[src/rtl/mem_ctrl_pkg.sv]
// mem_ctrl_pkg: shared types and constants for the data-memory access controller.
// Latency: n/a (declarations only).
// Backpressure: n/a.
// Contents: FSM state encoding, data-path width, default timeout length and the
// latched RAM command struct, plus a word-alignment helper.
package mem_ctrl_pkg;

  // Width of the pipeline data/address path.
  localparam int REG_W = 32;

  // Default number of BUSY cycles tolerated before a timeout is declared.
  localparam int TIMEOUT_DEFAULT = 16;

  typedef enum logic [1:0] {
    ST_IDLE = 2'b00,
    ST_BUSY = 2'b01,
    ST_DONE = 2'b10
  } state_e;

  // Request as presented to the data RAM; captured once on entry to BUSY.
  typedef struct packed {
    logic             we;
    logic [REG_W-1:0] addr;
    logic [REG_W-1:0] wdata;
  } ram_cmd_t;

  // The RAM is word addressed in bytes: the two low address bits are dropped.
  function automatic logic [REG_W-1:0] word_align(input logic [REG_W-1:0] a);
    return {a[REG_W-1:2], 2'b00};
  endfunction

endpackage

[src/rtl/mem_ctrl_timeout_cnt.sv]
// mem_timeout_cnt: counts BUSY cycles without an acknowledge and flags expiry.
// Latency: expired_o is combinational from the registered count.
// Backpressure: none; counter simply saturates at its terminal value.
// Ports:
//   clk, rst      clock and asynchronous active-high reset
//   clr_i         clear (asserted on the cycle the controller enters BUSY)
//   en_i          count enable (BUSY cycle with no acknowledge)
//   expired_o     count has reached its terminal value (TIMEOUT_CYCLES-th BUSY cycle)
module mem_timeout_cnt #(
  parameter int TIMEOUT_CYCLES = 16
) (
  input  logic clk,
  input  logic rst,
  input  logic clr_i,
  input  logic en_i,
  output logic expired_o
);

  localparam int CNT_W = $clog2(TIMEOUT_CYCLES) + 1;

  // The first BUSY cycle sees a count of 0, so the N-th BUSY cycle sees N-1.
  localparam logic [CNT_W-1:0] LAST = CNT_W'(TIMEOUT_CYCLES - 1);

  logic [CNT_W-1:0] cnt_q;
  logic [CNT_W-1:0] cnt_d;

  always_comb begin
    cnt_d = cnt_q;
    if (clr_i) begin
      cnt_d = '0;
    end else if (en_i && (cnt_q != LAST)) begin
      // Saturate rather than wrap so a late ack cannot re-arm the timer.
      cnt_d = cnt_q + CNT_W'(1);
    end
  end

  always_ff @(posedge clk or posedge rst) begin
    if (rst) begin
      cnt_q <= '0;
    end else begin
      cnt_q <= cnt_d;
    end
  end

  assign expired_o = (cnt_q == LAST);

endmodule

[src/rtl/mem_ctrl.sv]
// mem_ctrl: bridges the MEM pipeline stage to a req/ack data RAM.
// Latency: 1 IDLE + >=1 BUSY cycles stalled, result visible in the following DONE cycle.
// Backpressure: stallreq_o holds the pipeline while a request is outstanding.
// Ports:
//   clk, rst                         clock, asynchronous active-high reset
//   ce_i, we_i, addr_i, wdata_i      access request from the MEM stage
//   rdata_o                          load data back to the MEM stage (held until next read)
//   stallreq_o                       pipeline stall request
//   ram_req_o, ram_we_o,
//   ram_addr_o, ram_wdata_o          registered request to the data RAM
//   ram_ack_i, ram_rdata_i           one-cycle completion strobe and read data
//   err_o                            one-cycle timeout pulse (DONE cycle)
// Build option: define MEM_CTRL_TIMEOUT_EN to bound the BUSY wait to TIMEOUT_CYCLES;
// without it BUSY waits indefinitely and err_o is tied low.
module mem_ctrl
  import mem_ctrl_pkg::*;
#(
  parameter int TIMEOUT_CYCLES = TIMEOUT_DEFAULT
) (
  input  logic        clk,
  input  logic        rst,
  input  logic        ce_i,
  input  logic        we_i,
  input  logic [31:0] addr_i,
  input  logic [31:0] wdata_i,
  output logic [31:0] rdata_o,
  output logic        stallreq_o,
  output logic        ram_req_o,
  output logic        ram_we_o,
  output logic [31:0] ram_addr_o,
  output logic [31:0] ram_wdata_o,
  input  logic        ram_ack_i,
  input  logic [31:0] ram_rdata_i,
  output logic        err_o
);

  state_e           state_q;
  state_e           state_d;
  ram_cmd_t         cmd_q;
  ram_cmd_t         cmd_d;
  logic [REG_W-1:0] rdata_q;
  logic [REG_W-1:0] rdata_d;

  logic start;        // accepted request this cycle (IDLE and ce_i)
  logic busy;
  logic ack_hit;      // acknowledge that actually completes the access
  logic timeout_hit;  // BUSY abandoned for lack of acknowledge

  assign start   = (state_q == ST_IDLE) && ce_i;
  assign busy    = (state_q == ST_BUSY);
  // Acks arriving in IDLE or DONE are stray and must not disturb anything.
  assign ack_hit = busy && ram_ack_i;

`ifdef MEM_CTRL_TIMEOUT_EN
  logic cnt_expired;
  logic err_q;

  mem_timeout_cnt #(
    .TIMEOUT_CYCLES(TIMEOUT_CYCLES)
  ) u_timeout_cnt (
    .clk      (clk),
    .rst      (rst),
    .clr_i    (start),
    .en_i     (busy && !ram_ack_i),
    .expired_o(cnt_expired)
  );

  // An ack on the final cycle wins over the timeout.
  assign timeout_hit = busy && !ram_ack_i && cnt_expired;

  // err_q is set only on the BUSY->DONE edge caused by a timeout, so it is
  // high for exactly the DONE cycle.
  always_ff @(posedge clk or posedge rst) begin
    if (rst) begin
      err_q <= 1'b0;
    end else begin
      err_q <= timeout_hit;
    end
  end

  assign err_o = err_q;
`else
  logic [31:0] unused_timeout_cycles;

  assign unused_timeout_cycles = TIMEOUT_CYCLES;
  assign timeout_hit           = 1'b0;
  assign err_o                 = 1'b0;
`endif

  // ---------------------------------------------------------------------------
  // FSM: state register
  // ---------------------------------------------------------------------------
  always_ff @(posedge clk or posedge rst) begin
    if (rst) begin
      state_q <= ST_IDLE;
    end else begin
      state_q <= state_d;
    end
  end

  // ---------------------------------------------------------------------------
  // FSM: next state
  // ---------------------------------------------------------------------------
  always_comb begin
    state_d = state_q;
    case (state_q)
      ST_IDLE: begin
        if (ce_i) begin
          state_d = ST_BUSY;
        end
      end
      ST_BUSY: begin
        // ce_i is not looked at here: the latched request always runs to completion.
        if (ram_ack_i || timeout_hit) begin
          state_d = ST_DONE;
        end
      end
      ST_DONE: begin
        // One non-stalled cycle for the pipeline to advance past the access.
        state_d = ST_IDLE;
      end
      default: begin
        state_d = ST_IDLE;
      end
    endcase
  end

  // ---------------------------------------------------------------------------
  // FSM: outputs
  // ---------------------------------------------------------------------------
  always_comb begin
    ram_req_o  = 1'b0;
    stallreq_o = 1'b0;
    case (state_q)
      ST_IDLE: begin
        // Stall in the request cycle itself, so the MEM stage holds its operands.
        stallreq_o = ce_i;
      end
      ST_BUSY: begin
        ram_req_o  = 1'b1;
        stallreq_o = 1'b1;
      end
      default: begin
        ram_req_o  = 1'b0;
        stallreq_o = 1'b0;
      end
    endcase
    // Async reset forces IDLE, but ce_i could still be high; keep the stall quiet.
    if (rst) begin
      stallreq_o = 1'b0;
    end
  end

  // ---------------------------------------------------------------------------
  // Datapath: command capture and load-data register
  // ---------------------------------------------------------------------------
  always_comb begin
    cmd_d   = cmd_q;
    rdata_d = rdata_q;
    if (start) begin
      cmd_d.we    = we_i;
      cmd_d.addr  = word_align(addr_i);
      cmd_d.wdata = wdata_i;
    end
    if (ack_hit && !cmd_q.we) begin
      rdata_d = ram_rdata_i;
    end else if (timeout_hit && !cmd_q.we) begin
      // A timed-out load returns zero rather than stale data.
      rdata_d = '0;
    end
  end

  always_ff @(posedge clk or posedge rst) begin
    if (rst) begin
      cmd_q   <= '0;
      rdata_q <= '0;
    end else begin
      cmd_q   <= cmd_d;
      rdata_q <= rdata_d;
    end
  end

  assign ram_we_o    = cmd_q.we;
  assign ram_addr_o  = cmd_q.addr;
  assign ram_wdata_o = cmd_q.wdata;
  assign rdata_o     = rdata_q;

endmodule
[config.mk]
export PLATFORM = sky130hd
export DESIGN_NAME = mem_ctrl
export DESIGN_NICKNAME = d
export VERILOG_FILES = /design/src/rtl/mem_ctrl_pkg.sv /design/src/rtl/mem_ctrl_timeout_cnt.sv /design/src/rtl/mem_ctrl.sv
export SDC_FILE = /design/constraint.sdc
export NUM_CORES = 1
export LEC_CHECK = 0
export CAP_MARGIN = 30
export CORE_MARGIN = 2
export CORE_UTILIZATION = 42
export CTS_CLUSTER_SIZE = 25
export DETAILED_ROUTE_END_ITERATION = 8
export GPL_ROUTABILITY_DRIVEN = 0
export PLACE_DENSITY = 0.9
export SLEW_MARGIN = 20
export SYNTH_ARGS = -nofsm -noshare
export SYNTH_HDL_FRONTEND = slang
export SYNTH_SLANG_ARGS = --single-unit
[constraint.sdc]
create_clock -name clk -period 7.4 [get_ports clk]
set_input_delay 0.74 -clock clk [delete_from_list [all_inputs] [get_ports clk]]
set_output_delay 0.74 -clock clk [all_outputs]
set_load 0.03 [all_outputs]
# After elaboration in Yosys (flattened, before gate mapping)
# Index checks and enable logic that the tools add are counted.
# W data, S select, Z words.
# op_classes
eq_ne	3
muxes	6
n_reduce_logical	6
# op_table
op	count
$mux W2	2
$ne A2 B2 Y1 const B	2
$pmux W2 S2	1
$logic_and A1 B1 Y1	3
$eq A2 B1 Y1 const B	1
$logic_not A2 Y1	1
$mux W1	2
$pmux W1 S2	1
$reduce_and A2 Y1	1
$logic_not A1 Y1	1
# word_totals
regBits	97
input_bits	101
out_inout_bits	100
wordCells	20

# Logic depth before layout (Yosys ltp)
# logic_depth
depth_word	3
mapped_depth	4
depth_no_buf	2

# Least setup slack after synthesis
# Ideal clock, no wire load.
# synth_timing
path_type	input port to output port
startpoint	in ce_i
endpoint	out stallreq_o
t_arrival_ns	1.221
t_required_ns	6.660
slack_ns	5.439
cell_stages	2
n_path_buf	0
cell_sequence	o21bai_1 nor2_1
# synth_between
elab_chain_cells	2
# synth_lines
item	line_no	source
start: declaration	mem_ctrl.sv:22	input logic ce_i,
$pmux W1 S2	mem_ctrl.sv:134	case (state_q)
$mux W1	mem_ctrl.sv:149	if (rst) begin
end: declaration	mem_ctrl.sv:27	output logic stallreq_o,
# No other way between the ends.

# Worst setup path after layout
# Ends and elaborated chain as after synthesis.

==> metrics.yaml <==
fillerInstances: 646
worstSetupStartpointType: "primary input"
antenna_found_initial: 0
die_h_um: 99.5
nNetsFinal: 515
leakagePower_nw: 2.51
max_stage_delay_ns: 0.72
dr.first_iter.drc_count: 61
end_kind: "output pin"
path_clk_slew_ns: 0.09
pin_count: 201
io_buffers: 195
setup_tns_ns: 0
min_from: "ram_wdata_o[11]"
cts_buffers: 9
cp.buffers_inverters: 2
layout_min_cycle_time_ns: 2.89
crit_required_ns: 6.66
drive_gt1_share_pct: 28.6
timing.hold.ws_ns: 0.510
crit_fanout: 2
cp_cell_sequence: "clkdlybuf4s50_1, o21bai_1, nor2_1, clkdlybuf4s50_1"
dpl_worst_slack_ns: 4.53
synth.distinct_cells: 15
worst-setup-path-type: "primary input to output pin"
rsz0062_at_grt: "false"
synth_top_area_share_pct: 63.4
hold_path_class: "flop to flop"
synthTopCellsByCount: "dfrtp_1, mux2_2, mux2_4, buf_6, buf_4"
r2r_start: "state_q[1]"
drc: 0
final_area_sq_mm: 0.00600
skew_ns: 0.0188
initial_core_util_pct: 43.7
drt_pass1_iterations: 4
finalCritPeriodShare_pct: 39.1
tightest_slew_ns: 0.800
rows: 34
grt_max_degree: 66
setup-violations-final: 0
drv_cap: 0
synth_cells: 215
worst_path_most_repeated_cell: "clkdlybuf4s50_1"
fin_ws_ns: 4.51
wire_per_inst_um: 17.5
power_density_mw_per_mm2: 483
whs_path_depth: 1
clock_sinks: 97
synth_area_per_cell_sq_um: 17.8
peakVddDrop_uv: 227
clock_path_buffers: 2
n_antenna_cell: 0
synthTopCellsByArea: "dfrtp_1, mux2_2, mux2_4"
ys_ff_latch: 97
die_w_um: 99.5
coreArea_sq_mm: 0.00876
crit_arrival_ns: 2.15
vias: 2545
clock.fmax_mhz: 346
gr-total-overflow: 0
synth_edf_count: 0
clk_latency_ns: 0.36
synth_largest_area_cell: "dfrtp_1"
grt_pass1_wl_um: 15000
async_flop_share_pct: 100
status: "complete, no violations"
routed_wl_um: 9240
critPathSlowestCell: "clkdlybuf4s50_1"
area_growth_pct: 56.8
die_area_sq_mm: 0.00990
r2r_cells: 3
timing.hold.worst_endpoint: "ram_wdata_o[11]"
synth_flop_cell: "dfrtp_1"
cts_tree: "yes"
ys_seq_area_share_pct: 63.4
hold_violations: 0
grt_pass1_vias: 2943
critPathTopFamily: "buffers and inverters"
htreeDepth: 3
ant_nets: 0
r2r-end: "ram_addr_o[15]"
slew_headroom_pct: 46.7
clockRootBuffer: "clkbuf_8"
vias_per_cell: 4.83
cts_setup_buffers: 0
placed_area_sq_mm: 0.00582
grtUsageTotal_pct: 19.2
dp_hpwl_um: 6930
synth_area_sq_mm: 0.00383
yosysMostFrequentCell: "dfrtp_1"
ys.warnings.count: 0
slew_violations: 0
hold_buffers: 0
cts.repair.resized: 0
r2r_setup_slack_ns: 5.75
## routing by layer
metal	routed length [um]	global-route usage (%)	part of all wire, %
met4	91	4.74	0.98
met1	3510	22.5	38
met5	0	0	0
met2	4960	34.2	54
met3	683	6.04	7.4
## final cells by class
type	instances	area [sq um]	area share, %
Inverter	1	6.26	0.104
Multi-Input combinational cell	105	1260	21.0
Sequential cell	97	2430	40.4
Timing Repair Buffer	200	1990	33.1
Clock buffer	10	138	2.29
Tap cell	108	135	2.25
Clock inverter	6	47.5	0.792
## how the worst max path moves through the flow
| stage | start | endpoint | slack [ns] | cells past startpoint |
|---|---|---|---|---|
| 3_3_place_gp | ce_i | stallreq_o | 4.54 | 4 |
| 5_1_grt | ce_i | stallreq_o | 4.45 | 4 |
| 2_1_floorplan | rst | ram_addr_o[10] | 4.13 | 1 |
| 3_5_place_dp | ce_i | stallreq_o | 4.53 | 4 |
| 6_report | ce_i | stallreq_o | 4.51 | 4 |
| 4_1_cts | ce_i | stallreq_o | 4.51 | 4 |
## power by group
| group | total (mW) | leakage (nW) | internal [mW] | switching, mW |
|---|---|---|---|---|
| sequential | 0.943 | 1.14 | 0.798 | 0.145 |
| clock | 0.329 | 0.0941 | 0.136 | 0.193 |
| combinational | 1.63 | 1.28 | 0.792 | 0.834 |
## layout by cell type (no fill, tap or decap), types with 3 or more instances in the layout
master / instances
clkdlybuf4s50_1: 195
mux2_4: 30
clkbuf_8: 10
dfrtp_1: 97
mux2_2: 65
buf_4: 5
inv_6: 4
conb_1: 3
## cell families (layout without fill, tap and decap cells)
group           after synthesis  count (layout)  synth area share [%]
compound gates                2               2                 0.327
other cells                   1               3                0.0979
simple gates                  5               5                 0.915
buf+inv                      15             217                  4.41
flops                        97              97                  63.4
mux                          95              95                  30.9
## sequential cells by signal, summed over array words and instances (netlist names)
name,cells
ram_wdata_o,32
state_q,2
rdata_o,32
ram_we_o,1
ram_addr_o,30
## per-stage QoR
stage	cells	util (%)	power, mW
2_1_floorplan	217	-	1.91
3_3_place_gp	511	66.4	2.54
3_5_place_dp	511	66.4	2.59
4_1_cts	527	68.5	2.93
5_1_grt	527	68.5	3.03
6_report	527	68.5	2.90
No activity file was read; power rests on OpenSTA's default activity.
